===== config.mk =====
export PLATFORM = sky130hd
export DESIGN_NAME = lector_7_segmentos
export DESIGN_NICKNAME = d
export VERILOG_FILES = /design/src/rtl/lector_7_segmentos.sv
export SDC_FILE = /design/constraint.sdc
export NUM_CORES = 1
export LEC_CHECK = 0
export ABC_AREA = 1
export BUFFER_PORTS_ARGS = -buffer_cell sky130_fd_sc_hd__buf_2
export CAP_MARGIN = 25
export CORE_AREA = 2 2 147 149
export DETAILED_ROUTE_END_ITERATION = 12
export DIE_AREA = 0 0 149 151
export HOLD_SLACK_MARGIN = 0.15
export PLACE_DENSITY = 0.57
export SKIP_CTS_REPAIR_TIMING = 1
export SLEW_MARGIN = 10
export SYNTH_ARGS = -nofsm -noshare
export SYNTH_HDL_FRONTEND = slang
export SYNTH_SLANG_ARGS = --single-unit

===== constraint.sdc =====
create_clock -name clk -period 3.32 [get_ports clk]
set_clock_uncertainty 0.2 [all_clocks]
set_input_delay 0.332 -clock clk [delete_from_list [all_inputs] [get_ports clk]]
set_output_delay 0.332 -clock clk [all_outputs]
set_load 0.05 [all_outputs]

===== src/rtl/lector_7_segmentos.sv =====
// Recovers per-digit BCD codes from a multiplexed 7-segment bus. A digit commits
// after ESTABLE identical consecutive samples and loses valido when not scanned for TIMEOUT cycles.
module lector_7_segmentos #(
   parameter int NUM_DIG = 4,
   parameter int ESTABLE = 3,
   parameter int TIMEOUT = 1000
) (
   input  logic                   clk,
   input  logic                   rst_n,
   input  logic [6:0]             display,
   input  logic [NUM_DIG-1:0]     anodo,
   output logic [4*NUM_DIG-1:0]   codigo,
   output logic [NUM_DIG-1:0]     valido,
   output logic [NUM_DIG-1:0]     error,
   output logic [NUM_DIG-1:0]     actualizado,
   output logic                   error_anodo
);

   localparam int CW = $clog2(ESTABLE + 1);
   localparam int TW = $clog2(TIMEOUT + 1);
   localparam logic [CW-1:0] EST = CW'(ESTABLE);
   localparam logic [TW-1:0] TMO = TW'(TIMEOUT);

   logic [6:0]         disp_s1;
   logic [NUM_DIG-1:0] anodo_s1;
   logic [6:0]         cand  [NUM_DIG];
   logic [CW-1:0]      cnt   [NUM_DIG];
   logic [TW-1:0]      timer [NUM_DIG];

   logic       multi;
   logic       single;
   logic [4:0] dec;

   // {error, code}; blank decodes to F without error, unknown glyphs to E with error.
   function automatic logic [4:0] decode(input logic [6:0] p);
      logic [4:0] r;
      case (p)
         7'b1111110: r = 5'h00;
         7'b0110000: r = 5'h01;
         7'b1101101: r = 5'h02;
         7'b1111001: r = 5'h03;
         7'b0110011: r = 5'h04;
         7'b1011011: r = 5'h05;
         7'b1011111: r = 5'h06;
         7'b1110000: r = 5'h07;
         7'b1111111: r = 5'h08;
         7'b1111011: r = 5'h09;
         7'b0000000: r = 5'h0F;
         default:    r = 5'h1E;
      endcase
      return r;
   endfunction

   // A one-hot vector has no bit left after clearing its lowest set bit.
   assign multi  = (anodo_s1 & (anodo_s1 - NUM_DIG'(1))) != '0;
   assign single = (anodo_s1 != '0) && !multi;
   assign dec    = decode(disp_s1);

   always_ff @(posedge clk) begin
      if (!rst_n) begin
         disp_s1     <= '0;
         anodo_s1    <= '0;
         codigo      <= '1;
         valido      <= '0;
         error       <= '0;
         actualizado <= '0;
         error_anodo <= 1'b0;
         for (int i = 0; i < NUM_DIG; i++) begin
            cand[i]  <= '0;
            cnt[i]   <= '0;
            timer[i] <= '0;
         end
      end else begin
         disp_s1     <= display;
         anodo_s1    <= anodo;
         error_anodo <= multi;
         for (int i = 0; i < NUM_DIG; i++) begin
            actualizado[i] <= 1'b0;
            if (single && anodo_s1[i]) begin
               timer[i] <= '0;
               if (disp_s1 != cand[i]) begin
                  cand[i] <= disp_s1;
                  cnt[i]  <= CW'(1);
               end else if (cnt[i] != EST) begin
                  cnt[i] <= cnt[i] + CW'(1);
               end
               // Commit on the sample that brings the run length to exactly ESTABLE.
               if ((disp_s1 != cand[i] && ESTABLE == 1) ||
                   (disp_s1 == cand[i] && cnt[i] == EST - CW'(1))) begin
                  codigo[4*i +: 4] <= dec[3:0];
                  error[i]         <= dec[4];
                  valido[i]        <= 1'b1;
                  actualizado[i]   <= 1'b1;
               end
            end else if (timer[i] != TMO) begin
               timer[i] <= timer[i] + TW'(1);
               if (timer[i] == TMO - TW'(1)) begin
                  valido[i] <= 1'b0;
                  cnt[i]    <= '0;
               end
            end
         end
      end
   end

endmodule


Word-level counts from Yosys, hierarchy flattened

Memory sizes are Yosys's and may differ from the RTL's.
Cells that the tools add are included.

Flip-flop bits (word level): 40
Memory bits (writable): 76
Input bits: 13
Output and inout bits: 29
Logic and storage cells: 257
Memories: 3

Add/subtract/negate cells: 9
Equal/unequal tests: 38
Mux-type cells: 130
Bitwise logic cells: 25
Reductions and logical operators: 33

Memory list:

| memory | words | bits a word | rd ports | clocked after Yosys merged registers in | write ports | line | text |
|---|---|---|---|---|---|---|---|
| timer  | 4     | 10          | 4        | 0                                       | 4           | 28   | `logic [TW-1:0] timer [NUM_DIG];` |
| cand   | 4     | 7           | 4        | 0                                       | 4           | 26   | `logic [6:0] cand [NUM_DIG];` |
| cnt    | 4     | 2           | 4        | 0                                       | 4           | 27   | `logic [CW-1:0] cnt [NUM_DIG];` |

Operators by type and width:

| cell                                                                    | count |
|---|---|
| 1-bit 2-to-1 mux                                                        | 105 |
| 10-bit 2-to-1 mux                                                       | 8 |
| 7-bit equality test, second input constant                              | 8 |
| 5-bit one-hot mux with 11 select lines                                  | 1 |
| 10-bit by 1-bit adder with 10-bit output, second input constant         | 4 |
| 10-bit equality test, second input constant                             | 4 |
| 10-bit inequality test, second input constant                           | 4 |
| 7-bit equality test                                                     | 4 |
| 7-bit 2-to-1 mux                                                        | 4 |
| 7-bit inequality test                                                   | 4 |
| 2-bit 2-to-1 mux                                                        | 12 |
| 1-bit OR                                                                | 24 |
| 2-bit AND reduction                                                     | 8 |
| 2-bit nonzero test                                                      | 8 |
| 7-bit by 6-bit equality test with 1-bit output, second input constant   | 2 |
| 3-bit AND reduction                                                     | 4 |
| 1-bit logical AND                                                       | 9 |
| 2-bit by 1-bit adder with 2-bit output, second input constant           | 4 |
| 2-bit equality test, second input constant                              | 4 |
| 2-bit by 1-bit inequality test with 1-bit output, second input constant | 4 |
| 2-bit inequality test, second input constant                            | 4 |
| 4-bit nonzero test                                                      | 2 |
| 7-bit logical NOT                                                       | 1 |
| 4-bit AND                                                               | 1 |
| other kinds (2)                                                         | 2 |

Depth between registers and ports, before layout

Word-level depth: 12
Depth in mapped cells: 12
Mapped depth without buffers: 11

Least setup slack after synthesis

No wires, ideal clock.

Path type: register to register
From: register disp_s1[6]
To: memory cand[0][0], enable pin
Library setup time: 0.381 ns
Arrival time: 1.363 ns
Data required time: 2.739 ns
Slack: 1.376 ns
Cell stages (with the launch flop): 8
Buffers on the path: 1
Period minus slack after synthesis: 1.944 ns
Path through: dfxtp_1 > buf_6 > nand2_1 > nand2_1 > nor2_1 > nand2_1 > nor2_4 > o21ai_0

RTL lines:

| what                     | line | text |
|---|---|---|
| start: declaration       | 24   | `logic [6:0] disp_s1;` |
| start signal: assignment | 74   | `disp_s1 <= display;` |
| end: declaration         | 26   |  |

==> flow_summary.json <==
{
  "status": "complete, no violations",
  "avgViaCountPerCell": 4.40,
  "required_ps": 3150,
  "yosys_register_bits": 116,
  "layout.cells.non_filler": 1083,
  "rsz0062_at_grt": "false",
  "finalWirelength_um": 13200,
  "dr.first_iter.drc_count": 242,
  "hold_path_end": "anodo_s1[3]",
  "fin_crit_sh": 0.747,
  "layout.filler_cells": 2203,
  "leakage_power_of_the_design_nw": 3.16,
  "initial_core_util": 0.295,
  "synth_cells": 736,
  "synthesized_area_divided_by_synthesized_cell_count_um2": 8.35,
  "slew_headroom": 0.323,
  "netlist.top_cell.by_area": "sky130_fd_sc_hd__edfxtp_1",
  "synth_cell_type_count": 40,
  "path_class": "register to register",
  "report.final.slew_viol_count": 0,
  "gpl_congestion": 0.802,
  "worst-endpoint-arrival_ps": 2300,
  "final-seq-area_um2": 3080,
  "holdPathStages": 3,
  "maxClockFrequency_ghz": 0.403,
  "antenna_violations_before_repair": 0,
  "fraction_of_final_layout_cells_sized_beyond_drive_strength_1": 0.139,
  "power.ir.vdd_worst_v": 0.000398,
  "worstReg2RegEnd": "cand[0][4]",
  "clk_pin_slew_worst_paths_ps": 60,
  "synth_area_um2": 6140,
  "ant_nets": 0,
  "netlist.area_leader.share": 0.371,
  "global_route.usage.total": 0.124,
  "largest_net_degree_at_the_start_of_global_routing": 26,
  "drc": 0,
  "cts_h_tree_lvls": 4,
  "synth.net_count": 765,
  "insertion_delay_ps": 420,
  "global_route_wire_length_before_repair_um": 21900,
  "area_growth_syn_to_layout_pct": 18.5,
  "multi_input_comb_area_um2": 2520,
  "dp_cells": 1040,
  "seq_area_frac_synth": 0.502,
  "cts.path.max_buffers": 2,
  "timing.rr.start": "disp_s1[4]",
  "via_count": 4763,
  "place_ws_ps": 889,
  "clockRootBuffer": "sky130_fd_sc_hd__clkbuf_16",
  "detailed_place_hpwl_um": 9470,
  "yosys_warnings": 0,
  "layout.cell_area.non_filler_um2": 7280,
  "clock_sink_count": 116,
  "worst_pin_slew_ps": 1010,
  "cts_buffers": 17,
  "die_h_um": 151,
  "worstHoldPathType": "input pin to register",
  "count_of_max_cap_constraint_violations": 0,
  "total_number_of_nets_in_the_final_design": 824,
  "powerDensity_nw_per_um2": 505,
  "floorplan.io_pins": 42,
  "dr.pass1.iters": 4,
  "worst-path-max-fanout": 10,
  "ff2ff_path_depth": 4,
  "die_area_um2": 22500,
  "period_needed_ps": 2480,
  "port_buffers": 41,
  "design.core.area_um2": 20800,
  "first_global_vias": 4527,
  "insertedDiodeCount": 0,
  "critical_path.startpoint_type": "register",
  "cts_tree": "done",
  "final-hold-violation-count": 0,
  "area_of_placed_instances_um2": 6590,
  "core.rowCount": 53,
  "post_detailed_route_wirelength_per_cell_um": 12.2,
  "grt_overflow": 0,
  "setup_violations": 0,
  "hold_start": "rst_n",
  "final_critical_path_setup_slack_ps": 841,
  "worstSetupEndpointType": "register",
  "fin_util": 0.350,
  "worst-r2r-setup-slack_ps": 840,
  "synth.top_cells.by_area": "sky130_fd_sc_hd__edfxtp_1 (37%), sky130_fd_sc_hd__dfxtp_1 (13%), sky130_fd_sc_hd__nand2_1 (10%)",
  "die_w_um": 149,
  "totalNegativeSetupSlack_ps": 0
}
worst max path at each step:
stage                     from         end  slack (ps)
floorplan           disp_s1[6]  cand[0][0]        1380
global placement    disp_s1[6]  cand[0][1]         930
detailed placement  disp_s1[5]  cand[0][0]         890
CTS                 disp_s1[4]  cand[0][4]         870
global route        disp_s1[6]  cand[0][4]         650
finish              disp_s1[4]  cand[0][4]         840
routing by layer:
layer / routed length, µm / vias to the layer above / track usage
li1: - / 2484 / -
met1: 6090 / 2215 / 0.151
met2: 6600 / 52 / 0.218
met3: 382 / 12 / 0.0322
met4: 162 / 0 / 0.0371
met5: 0 / - / 0
critical path, stage by stage (launching register included):
cell and delay, ps:
sky130_fd_sc_hd__dfxtp_1 710, sky130_fd_sc_hd__xnor2_1 170, sky130_fd_sc_hd__nand3_2 150, sky130_fd_sc_hd__nor2_4 70, sky130_fd_sc_hd__o21ai_0 780
layout by cell type, fill, tap and decap left out, types with 3 or more instances in the layout:
master	instances
sky130_fd_sc_hd__nand4_1	16
sky130_fd_sc_hd__nand3_1	47
sky130_fd_sc_hd__xor2_1	12
sky130_fd_sc_hd__clkbuf_8	4
sky130_fd_sc_hd__buf_2	41
sky130_fd_sc_hd__nor2_4	4
sky130_fd_sc_hd__a21oi_1	20
sky130_fd_sc_hd__nor3b_1	6
sky130_fd_sc_hd__ha_1	16
sky130_fd_sc_hd__dfxtp_1	40
sky130_fd_sc_hd__nand2_1	167
sky130_fd_sc_hd__o21ai_0	10
sky130_fd_sc_hd__nor2_1	129
sky130_fd_sc_hd__nand2_2	7
sky130_fd_sc_hd__xnor2_1	18
sky130_fd_sc_hd__nand2_4	3
sky130_fd_sc_hd__clkinv_2	5
sky130_fd_sc_hd__nor3_1	15
sky130_fd_sc_hd__nand3_2	5
sky130_fd_sc_hd__nor2_2	3
sky130_fd_sc_hd__edfxtp_1	76
sky130_fd_sc_hd__inv_4	4
sky130_fd_sc_hd__dlygate4sd3_1	11
sky130_fd_sc_hd__clkbuf_16	19
sky130_fd_sc_hd__inv_1	98
sky130_fd_sc_hd__inv_2	7
cells in the mapped netlist, drive strengths merged:
| cell | count |
|---|---|
| nand3 | 52 |
| edfxtp | 76 |
| buf | 10 |
| a21boi | 1 |
| and3 | 1 |
| a31oi | 1 |
| clkinv | 2 |
| or2 | 2 |
| a21oi | 21 |
| nand2 | 177 |
| nor2 | 136 |
| nor3b | 6 |
| dfxtp | 40 |
| xnor2 | 20 |
| nor3 | 15 |
| xor2 | 12 |
| o21ai | 13 |
| ha | 16 |
| a221oi | 1 |
| a211oi | 2 |
| clkbuf | 3 |
| nor4 | 1 |
| inv | 109 |
| nand3b | 2 |
| nand4 | 17 |
per-stage QoR:
step,hold WS (ps),power [mW]
4_1_cts,-110,3.71
3_5_place_dp,254,1.94
3_3_place_gp,252,1.94
5_1_grt,181,3.83
6_report,153,3.68
2_1_floorplan,230,1.88
where the power goes:
part,internal [mW],total (mW),switching [mW]
clock,1.12,1.76,0.640
sequential,1.60,1.66,0.0598
combinational,0.0930,0.263,0.170
total,2.81,3.68,0.870
state kept, by name, summed over array words and instances (netlist names):
| register | flops |
|---|---|
| timer | 40 |
| cand | 28 |
| codigo | 16 |
| cnt | 8 |
| disp_s1 | 7 |
| actualizado | 4 |
| anodo_s1 | 4 |
| error | 4 |
| valido | 4 |
| error_anodo | 1 |
final cells by class:
class | count | share of cell area
flip-flops and latches | 116 | 0.424
multi-input cells | 496 | 0.346
clock buffers | 25 | 0.0739
inverters | 111 | 0.0590
well taps | 275 | 0.0473
repair buffers | 53 | 0.0444
clock inverters | 7 | 0.00550
logic make-up after synthesis:
family | after synthesis | synth area share
AOI/OAI and AO/OA | 39 | 0.0350
and+or+nand+nor | 409 | 0.295
buffers and inverters | 124 | 0.0878
xor gates and xnor gates | 32 | 0.0481
DFF | 116 | 0.502
adders and majority gates | 16 | 0.0326
No activity file was read; power rests on OpenSTA's default activity.
